**src/rtl/univ_shift_reg_burst_if.sv**
```systemverilog
// Bus bundle for univ_shift_reg_burst: operation controls, burst handshake and register outputs.
// With SHREG_SNAPSHOT_EN defined the bundle also carries q_snap / snap_valid.
interface univ_shift_reg_burst_if #(
    parameter int WIDTH = 8
);
    localparam int CNT_W = $clog2(WIDTH + 1);

    logic             en;
    logic [2:0]       mode;
    logic [WIDTH-1:0] d;
    logic             sin_l;
    logic             sin_r;
    logic             start;
    logic [CNT_W-1:0] shift_cnt;
    logic             busy;
    logic             done;
    logic [WIDTH-1:0] q;
    logic             sout_l;
    logic             sout_r;
    logic             state_dbg;
`ifdef SHREG_SNAPSHOT_EN
    logic [WIDTH-1:0] q_snap;
    logic             snap_valid;

    modport master (
        output en, mode, d, sin_l, sin_r, start, shift_cnt,
        input  busy, done, q, sout_l, sout_r, state_dbg, q_snap, snap_valid
    );
    modport slave (
        input  en, mode, d, sin_l, sin_r, start, shift_cnt,
        output busy, done, q, sout_l, sout_r, state_dbg, q_snap, snap_valid
    );
`else
    modport master (
        output en, mode, d, sin_l, sin_r, start, shift_cnt,
        input  busy, done, q, sout_l, sout_r, state_dbg
    );
    modport slave (
        input  en, mode, d, sin_l, sin_r, start, shift_cnt,
        output busy, done, q, sout_l, sout_r, state_dbg
    );
`endif
endinterface

```
**src/rtl/univ_shift_reg_burst.sv**
```systemverilog
// Universal shift register with single-cycle ops and a counted burst mode (busy/done).
// Optional macro SHREG_SNAPSHOT_EN adds q_snap/snap_valid capturing the post-burst value.
module univ_shift_reg_burst #(
    parameter int               WIDTH     = 8,
    parameter logic [WIDTH-1:0] RESET_VAL = '0
) (
    input logic                  clk,
    input logic                  reset_n,
    univ_shift_reg_burst_if.slave bus
);
    localparam int CNT_W = $clog2(WIDTH + 1);

    localparam logic [2:0] M_HOLD = 3'b000;
    localparam logic [2:0] M_SHL  = 3'b001;
    localparam logic [2:0] M_SHR  = 3'b010;
    localparam logic [2:0] M_LOAD = 3'b011;
    localparam logic [2:0] M_ROL  = 3'b100;
    localparam logic [2:0] M_ROR  = 3'b101;
    localparam logic [2:0] M_ASR  = 3'b110;
    localparam logic [2:0] M_CLR  = 3'b111;

    typedef enum logic {IDLE = 1'b0, RUN = 1'b1} state_t;

    state_t           state_q, state_d;
    logic [WIDTH-1:0] q_q, q_d;
    logic [2:0]       run_mode_q, run_mode_d;
    logic [CNT_W-1:0] remaining_q, remaining_d;
    logic             done_q, done_d;
    logic             burst_go;

    function automatic logic is_shift(input logic [2:0] m);
        return (m == M_SHL) || (m == M_SHR) || (m == M_ROL) || (m == M_ROR) || (m == M_ASR);
    endfunction

    function automatic logic [WIDTH-1:0] apply_mode(
        input logic [2:0]       m,
        input logic [WIDTH-1:0] v,
        input logic [WIDTH-1:0] load_val,
        input logic             sl,
        input logic             sr
    );
        logic [WIDTH-1:0] r;
        case (m)
            M_SHL:   r = {v[WIDTH-2:0], sl};
            M_SHR:   r = {sr, v[WIDTH-1:1]};
            M_LOAD:  r = load_val;
            M_ROL:   r = {v[WIDTH-2:0], v[WIDTH-1]};
            M_ROR:   r = {v[0], v[WIDTH-1:1]};
            M_ASR:   r = {v[WIDTH-1], v[WIDTH-1:1]};
            M_CLR:   r = '0;
            default: r = v;
        endcase
        return r;
    endfunction

    // Handshake: in IDLE with en=1, start is accepted together with a shift-class mode;
    // busy is high for the whole burst, done is a one-cycle pulse after the last shift
    // (or after a zero-length request), and a new start may coincide with that done cycle.
    assign burst_go = bus.en && bus.start && is_shift(bus.mode) && (bus.shift_cnt != '0);

    always_ff @(posedge clk or negedge reset_n) begin
        if (!reset_n) begin
            state_q     <= IDLE;
            q_q         <= RESET_VAL;
            run_mode_q  <= M_HOLD;
            remaining_q <= '0;
            done_q      <= 1'b0;
        end else begin
            state_q     <= state_d;
            q_q         <= q_d;
            run_mode_q  <= run_mode_d;
            remaining_q <= remaining_d;
            done_q      <= done_d;
        end
    end

    always_comb begin
        state_d = state_q;
        case (state_q)
            IDLE:    if (burst_go) state_d = RUN;
            RUN:     if (bus.en && remaining_q == CNT_W'(1)) state_d = IDLE;
            default: state_d = IDLE;
        endcase
    end

`ifdef SHREG_SNAPSHOT_EN
    logic snap_clr;
`endif

    always_comb begin
        q_d         = q_q;
        run_mode_d  = run_mode_q;
        remaining_d = remaining_q;
        done_d      = 1'b0;
`ifdef SHREG_SNAPSHOT_EN
        snap_clr    = 1'b0;
`endif
        case (state_q)
            IDLE: begin
                if (bus.en) begin
                    if (bus.start && is_shift(bus.mode)) begin
                        // Zero-length burst: report completion without touching q.
                        if (bus.shift_cnt == '0) begin
                            done_d = 1'b1;
                        end else begin
                            run_mode_d  = bus.mode;
                            remaining_d = bus.shift_cnt;
                        end
                    end else begin
                        q_d = apply_mode(bus.mode, q_q, bus.d, bus.sin_l, bus.sin_r);
`ifdef SHREG_SNAPSHOT_EN
                        snap_clr = (bus.mode == M_LOAD) || (bus.mode == M_CLR);
`endif
                    end
                end
            end
            RUN: begin
                if (bus.en) begin
                    q_d         = apply_mode(run_mode_q, q_q, bus.d, bus.sin_l, bus.sin_r);
                    remaining_d = remaining_q - CNT_W'(1);
                    done_d      = (remaining_q == CNT_W'(1));
                end
            end
            default: ;
        endcase
    end

`ifdef SHREG_SNAPSHOT_EN
    logic [WIDTH-1:0] q_snap_q;
    logic             snap_valid_q;

    always_ff @(posedge clk or negedge reset_n) begin
        if (!reset_n) begin
            q_snap_q     <= '0;
            snap_valid_q <= 1'b0;
        end else if (done_d) begin
            q_snap_q     <= q_d;
            snap_valid_q <= 1'b1;
        end else if (snap_clr) begin
            snap_valid_q <= 1'b0;
        end
    end

    assign bus.q_snap     = q_snap_q;
    assign bus.snap_valid = snap_valid_q;
`endif

    assign bus.busy      = (state_q == RUN);
    assign bus.done      = done_q;
    assign bus.q         = q_q;
    assign bus.sout_l    = q_q[WIDTH-1];
    assign bus.sout_r    = q_q[0];
    assign bus.state_dbg = state_q;
endmodule

```
**src/flat_wrapper.sv**
```systemverilog
// flat-port wrapper written by rule: the top's interface ports become plain ports
module univ_shift_reg_burst_flat 
#(
    parameter int               WIDTH     = 8,
    parameter logic [WIDTH-1:0] RESET_VAL = '0
)
  (clk, reset_n, bus_en, bus_mode, bus_d, bus_sin_l, bus_sin_r, bus_start, bus_shift_cnt, bus_busy, bus_done, bus_q, bus_sout_l, bus_sout_r, bus_state_dbg);
  univ_shift_reg_burst_if #(.WIDTH(WIDTH)) bus_i ();
  input logic clk;
  input logic reset_n;
  input wire logic [$bits(bus_i.en)-1:0] bus_en;
  input wire logic [$bits(bus_i.mode)-1:0] bus_mode;
  input wire logic [$bits(bus_i.d)-1:0] bus_d;
  input wire logic [$bits(bus_i.sin_l)-1:0] bus_sin_l;
  input wire logic [$bits(bus_i.sin_r)-1:0] bus_sin_r;
  input wire logic [$bits(bus_i.start)-1:0] bus_start;
  input wire logic [$bits(bus_i.shift_cnt)-1:0] bus_shift_cnt;
  output wire logic [$bits(bus_i.busy)-1:0] bus_busy;
  output wire logic [$bits(bus_i.done)-1:0] bus_done;
  output wire logic [$bits(bus_i.q)-1:0] bus_q;
  output wire logic [$bits(bus_i.sout_l)-1:0] bus_sout_l;
  output wire logic [$bits(bus_i.sout_r)-1:0] bus_sout_r;
  output wire logic [$bits(bus_i.state_dbg)-1:0] bus_state_dbg;
  assign bus_i.en = bus_en;
  assign bus_i.mode = bus_mode;
  assign bus_i.d = bus_d;
  assign bus_i.sin_l = bus_sin_l;
  assign bus_i.sin_r = bus_sin_r;
  assign bus_i.start = bus_start;
  assign bus_i.shift_cnt = bus_shift_cnt;
  assign bus_busy = bus_i.busy;
  assign bus_done = bus_i.done;
  assign bus_q = bus_i.q;
  assign bus_sout_l = bus_i.sout_l;
  assign bus_sout_r = bus_i.sout_r;
  assign bus_state_dbg = bus_i.state_dbg;
  univ_shift_reg_burst #(.WIDTH(WIDTH), .RESET_VAL(RESET_VAL)) u_core (.clk(clk), .reset_n(reset_n), .bus(bus_i));
endmodule
```
**config.mk**
```make
export PLATFORM = sky130hd
export DESIGN_NAME = univ_shift_reg_burst_flat
export DESIGN_NICKNAME = d
export VERILOG_FILES = /design/src/rtl/univ_shift_reg_burst_if.sv /design/src/rtl/univ_shift_reg_burst.sv /design/src/flat_wrapper.sv
export SDC_FILE = /design/constraint.sdc
export NUM_CORES = 1
export LEC_CHECK = 0
export ABC_AREA = 1
export CORE_MARGIN = 2
export CORE_UTILIZATION = 35
export DETAILED_ROUTE_END_ITERATION = 7
export GPL_TIMING_DRIVEN = 0
export SLEW_MARGIN = 20
export SYNTH_ARGS = -nofsm -noshare
export SYNTH_HDL_FRONTEND = slang
export SYNTH_SLANG_ARGS = --single-unit
```
**constraint.sdc**
```tcl
create_clock -name clk -period 3.85 [get_ports clk]
set_input_delay 0.77 -clock clk [delete_from_list [all_inputs] [get_ports clk]]
set_output_delay 0.77 -clock clk [all_outputs]
set_load 0.05 [all_outputs]
```
==> flow_summary.json, run 1 <==
{
  "status": "complete, no violations",
  "num_rows": 23,
  "p_leak_nw": 0.888,
  "synth_flop_cell": "dfrtp_1",
  "p_per_area_nw_per_um2": 763,
  "layout.cells.non_filler": 311,
  "post-synth-top-area-fraction": 0.298,
  "core_um2": 3970,
  "grt_util_met3": 0.0362,
  "wl_per_cell_um": 13.2,
  "cts_resized": 0,
  "busiest_layer": "met2",
  "dieArea_um2": 4610,
  "hold_path_class": "flip-flop to flip-flop",
  "yosys.area.top_type": "dfrtp_1",
  "synth_async_sr_flop_share": 1.00,
  "worst-path-buf-inv": 2,
  "num_vias": 1572,
  "end_kind": "output pin",
  "clock.fmax_mhz": 405,
  "worstPathArrival_ns": 1.70,
  "r2r_cells": 6,
  "grt_pass1_wl_mm": 6.77,
  "grt_max_degree": 18,
  "drv_slew": 0,
  "synth.area.top_cells": "dfrtp_1 (30%), nand2_1 (17%), nand3_1 (11%)",
  "gp_congestion": 0.868,
  "use_met1": 0.251,
  "first_global_vias": 1471,
  "io_pins": 34,
  "cp_top_family": "buffers and inverters",
  "hold_depth": 2,
  "relSlewSlack": 0.440,
  "floorplan.initialDensity": 0.360,
  "worstPathCellList": "buf_4 -> clkdlybuf4s50_1",
  "critical-path-max-stage-delay_ns": 0.78,
  "setup-violations-final": 0,
  "synth_edf_count": 0,
  "startpoint_type": "flip-flop",
  "grt_antenna_before_repair": 0,
  "synth-seq-cells": 17,
  "crit_required_ns": 3.08,
  "finalSetupTns_ns": 0,
  "first_pass_iters": 4,
  "synth-seq-area-share": 0.298,
  "crit_type": "flip-flop to output pin",
  "die_h_um": 67.9,
  "syn-cell-area_um2": 1430,
  "drv_cap": 0,
  "cts_root_buf": "clkbuf_8",
  "syn_nets": 248,
  "viasPerCell": 5.05,
  "tritoncts.num_buffers": 3,
  "ys_types": 25,
  "place_ws_ns": 1.45,
  "cts.sinks": 17,
  "antenna_left": 0,
  "drtIter0Drc": 121,
  "critical_path.max_fanout": 7,
  "period_share": 0.641,
  "dp.cells": 307,
  "area_delta_synth_final_pct": 30.0,
  "cts_setup_buffers": 0,
  "wirelength_mm": 4.11,
  "diodes": 0,
  "synth-warning-count": 0,
  "hold_viol_final": 0,
  "drive_gt1_frac": 0.0996,
  "netlist_top_cells_count": "nand2_1 (64), nand3_1 (31), nor2_1 (23)",
  "skew_ns": 0.00407,
  "fin_nets": 285,
  "cts_buffer_depth": 2,
  "cp.depth": 2,
  "timing.final.ws_setup_ns": 1.38,
  "grt_usage": 0.196,
  "clock_latency_ns": 0.26,
  "port_buffers": 32,
  "drc": 0,
  "syn-mean-instance-area_um2": 6.35,
  "ctsHoldBuffers": 0,
  "clk_pin_slew_ns": 0.07,
  "dp_hpwl_mm": 2.95,
  "worstMarginPinSlew_ns": 0.837,
  "final.min_clock_period_ns": 2.47,
  "power_mw": 1.42,
  "grt-ovfl-total": 0,
  "rsz0062_at_grt": "false",
  "die_w_um": 67.9,
  "cp_slowest_cell": "clkdlybuf4s50_1",
  "ir_drop_v": 0.000407,
  "met2_usage": 0.335,
  "synth_cells": 225,
  "yosysMostFrequentCell": "nand2_1",
  "cts_tree": "built",
  "htreeDepth": 1
}
[report_power, final]
group,leakage [nW],switching (mW),internal (mW)
combinational,0.648,0.604,0.329
clock,0.0255,0.0701,0.0720
sequential,0.215,0.0861,0.256
[state kept, by name, summed over array words and instances (netlist names)]
signal              cells
u_core.bus.done         1
u_core.bus.busy         1
u_core.run_mode_q       3
u_core.remaining_q      4
u_core.bus.q            8
[stage by stage]
stage	util	hold slack, ns	area (um^2)
after CTS	0.468	0.565	1860
after global placement	0.456	0.539	1810
final	0.468	0.561	1860
after detailed placement	0.456	0.549	1810
after floorplan	-	0.474	1430
after global routing	0.468	0.631	1860
[placed cells by master, fill, tap and decap left out, drive strengths merged, types with 2 or more instances in the layout]
master / n
nor2: 25
nand2: 70
ha: 2
o21ai: 14
inv: 22
clkbuf: 5
a21oi: 20
o31ai: 3
buf: 7
nand4: 7
dfrtp: 17
nand3: 31
clkdlybuf4s50: 32
or2: 2
[worst min-delay path: stages (launching register included)]
cell     delay [ns]
dfrtp_1        0.33
inv_1          0.07
o21ai_1        0.12
[area by class of cell]
class	count	area [um^2]
Tap cell	50	62.6
Multi-Input combinational cell	177	863
Timing Repair Buffer	32	320
Inverter	22	82.6
Buffer	9	57.6
Sequential cell	17	425
Fill cell	445	2110
Clock inverter	1	5.00
Clock buffer	3	41.3
[layer usage]
layer,vias up,routed length (um)
li1,809,-
met1,704,1970
met2,55,1860
met3,4,243
met4,0,36
met5,-,0
[kinds of logic (layout without fill, tap and decap cells)]
family / after synthesis / in the layout / share of synthesized area
AND/OR/NAND/NOR: 135 / 135 / 0.435
AO/OA/AOI/OAI: 39 / 39 / 0.145
buffers and inverters: 31 / 67 / 0.0981
flip-flops: 17 / 17 / 0.298
adder cells (fa/ha/maj): 2 / 2 / 0.0175
XOR/XNOR: 1 / 1 / 0.00613
[final timing paths]
kind / slack [ns] / from / endpoint
setup reg to reg: 2.27 / u_core.bus.busy / u_core.remaining_q[0]
min in group asynchronous: 0.99 / reset_n / u_core.bus.q[4]
setup / recovery: 1.38 / u_core.bus.q[0] / bus_q[0]
hold reg to reg: 0.56 / u_core.remaining_q[1] / u_core.remaining_q[1]
max in group asynchronous: 2.34 / reset_n / u_core.run_mode_q[1]
hold / removal: 0.56 / u_core.remaining_q[1] / u_core.remaining_q[1]
(Power assumes the default switching activity.)
==> run 2: changes to the inputs <==
==> constraint.sdc (replaced) <==
create_clock -name clk -period 2.1 [get_ports clk]
set_input_delay 0.42 -clock clk [delete_from_list [all_inputs] [get_ports clk]]
set_output_delay 0.42 -clock clk [all_outputs]
set_load 0.05 [all_outputs]
==> run 2 against run 1 <==
Core utilization about the same. Total power increased by 83%. Die area unchanged. Cell count unchanged. Via count unchanged. Critical path depth decreased by 1. Sequential share of layout area about the same. Count of clock-buffer cells in the layout unchanged. Hold slack unchanged. Largest cell class unchanged.
==> flow_summary.json, run 2 (same netlist as run 1, synthesis figures left out) <==
{
  "area_delta_synth_final_pct": 30.1,
  "setup-violations-final": 0,
  "drv_slew": 0,
  "clock.fmax_mhz": 491,
  "floorplan.initialDensity": 0.360,
  "clk_pin_slew_ns": 0.07,
  "tritoncts.num_buffers": 3,
  "worst-path-buf-inv": 1,
  "port_buffers": 32,
  "io_pins": 34,
  "cp_top_family": "buffers and inverters",
  "largest_reg_flops": 8,
  "finalSetupTns_ns": 0,
  "core_um2": 3970,
  "num_rows": 23,
  "layout.cells.non_filler": 311,
  "crit_type": "flip-flop to output pin",
  "holdWs_ns": 0.561,
  "fillerInstances": 443,
  "status": "complete, no violations",
  "fin_nets": 285,
  "startpoint_type": "flip-flop",
  "num_vias": 1572,
  "drc": 0,
  "worstPathArrival_ns": 1.62,
  "mostFrequentLayoutCells": "nand2_1 (64), nand3_1 (31), clkdlybuf4s50_1 (30)",
  "cts_buffer_depth": 2,
  "end_kind": "output pin",
  "final_util": 0.468,
  "cts_root_buf": "clkbuf_8",
  "rsz0062_at_grt": "false",
  "ctsHoldBuffers": 0,
  "gp_congestion": 0.868,
  "htreeDepth": 1,
  "r2r_cells": 6,
  "dieArea_um2": 4610,
  "relSlewSlack": 0.440,
  "drtIter0Drc": 121,
  "grt_max_degree": 18,
  "antenna_left": 0,
  "final.min_clock_period_ns": 2.04,
  "critical-path-max-stage-delay_ns": 0.86,
  "hold_path_class": "flip-flop to flip-flop",
  "crit_required_ns": 1.68,
  "final_common_cell": "nand2_1",
  "dp.cells": 307,
  "cp.depth": 1,
  "worstPathCellList": "clkdlybuf4s50_1",
  "grt_usage": 0.196,
  "drive_gt1_frac": 0.0996,
  "hold_viol_final": 0,
  "drv_cap": 0,
  "first_pass_iters": 4,
  "cts_tree": "built",
  "grt_pass1_wl_mm": 6.77,
  "ir_drop_v": 0.000746,
  "worstMarginPinSlew_ns": 0.837,
  "first_global_vias": 1471,
  "cp_slowest_cell": "clkdlybuf4s50_1",
  "die_h_um": 67.9,
  "die_w_um": 67.9,
  "hold_depth": 2,
  "p_leak_nw": 0.905,
  "clock_latency_ns": 0.26,
  "period_share": 0.970,
  "critical_path.max_fanout": 7,
  "viasPerCell": 5.05,
  "grt_antenna_before_repair": 0,
  "diodes": 0,
  "skew_ns": 0.00407,
  "p_per_area_nw_per_um2": 1390,
  "wirelength_mm": 4.11,
  "wl_per_cell_um": 13.2,
  "dp_hpwl_mm": 2.95,
  "grt-ovfl-total": 0,
  "cts.sinks": 17
}
## run 2: metal layers
| metal | track usage | share of wire |
|---|---|---|
| met1 | 0.251 | 0.48 |
| met2 | 0.335 | 0.45 |
| met3 | 0.0362 | 0.060 |
| met4 | 0.0575 | 0.0088 |
| met5 | 0 | 0 |
## run 2: timing repair
| item | in CTS | in global routing |
|---|---|---|
| gates resized for setup | 1 | 1 |
| hold endpoints to repair | 0 | 0 |
| buffers inserted | 0 | 0 |
| endpoints found under the setup margin | 1 | 1 |
## run 2: worst paths after layout
| kind | start | endpoint | slack, ns |
|---|---|---|---|
| max in group asynchronous | reset_n | u_core.run_mode_q[1] | 0.94 |
| hold reg to reg | u_core.remaining_q[1] | u_core.remaining_q[1] | 0.56 |
| min in group asynchronous | reset_n | u_core.bus.q[4] | 0.64 |
| setup reg to reg | u_core.bus.busy | u_core.remaining_q[0] | 0.52 |
| hold / removal | u_core.remaining_q[1] | u_core.remaining_q[1] | 0.56 |
| setup / recovery | u_core.bus.q[0] | bus_sout_r | 0.06 |
## run 2: through the flow
step	power (mW)	cell area [um^2]	worst slack, ns
5_1_grt	2.83	1860	0.0261
4_1_cts	2.60	1860	0.0218
2_1_floorplan	1.85	1430	0.507
3_3_place_gp	2.32	1810	0.0601
3_5_place_dp	2.34	1810	0.0465
6_report	2.59	1860	0.0636
## run 2: power by group
part / switching, mW / leakage, nW / internal, mW
combinational: 1.11 / 0.665 / 0.596
clock: 0.128 / 0.0255 / 0.132
sequential: 0.158 / 0.215 / 0.469
total: 1.39 / 0.905 / 1.20
## run 2: final cells by class
cell class | instances | area, um^2 | share of cell area
inverter | 22 | 82.6 | 0.0444
tap | 50 | 62.6 | 0.0336
clock buffer | 3 | 41.3 | 0.0222
sequential | 17 | 425 | 0.229
buffer | 9 | 57.6 | 0.0310
clock inverter | 1 | 5.00 | 0.00269
timing repair buffer | 32 | 322 | 0.173
multi-input combinational | 177 | 863 | 0.464
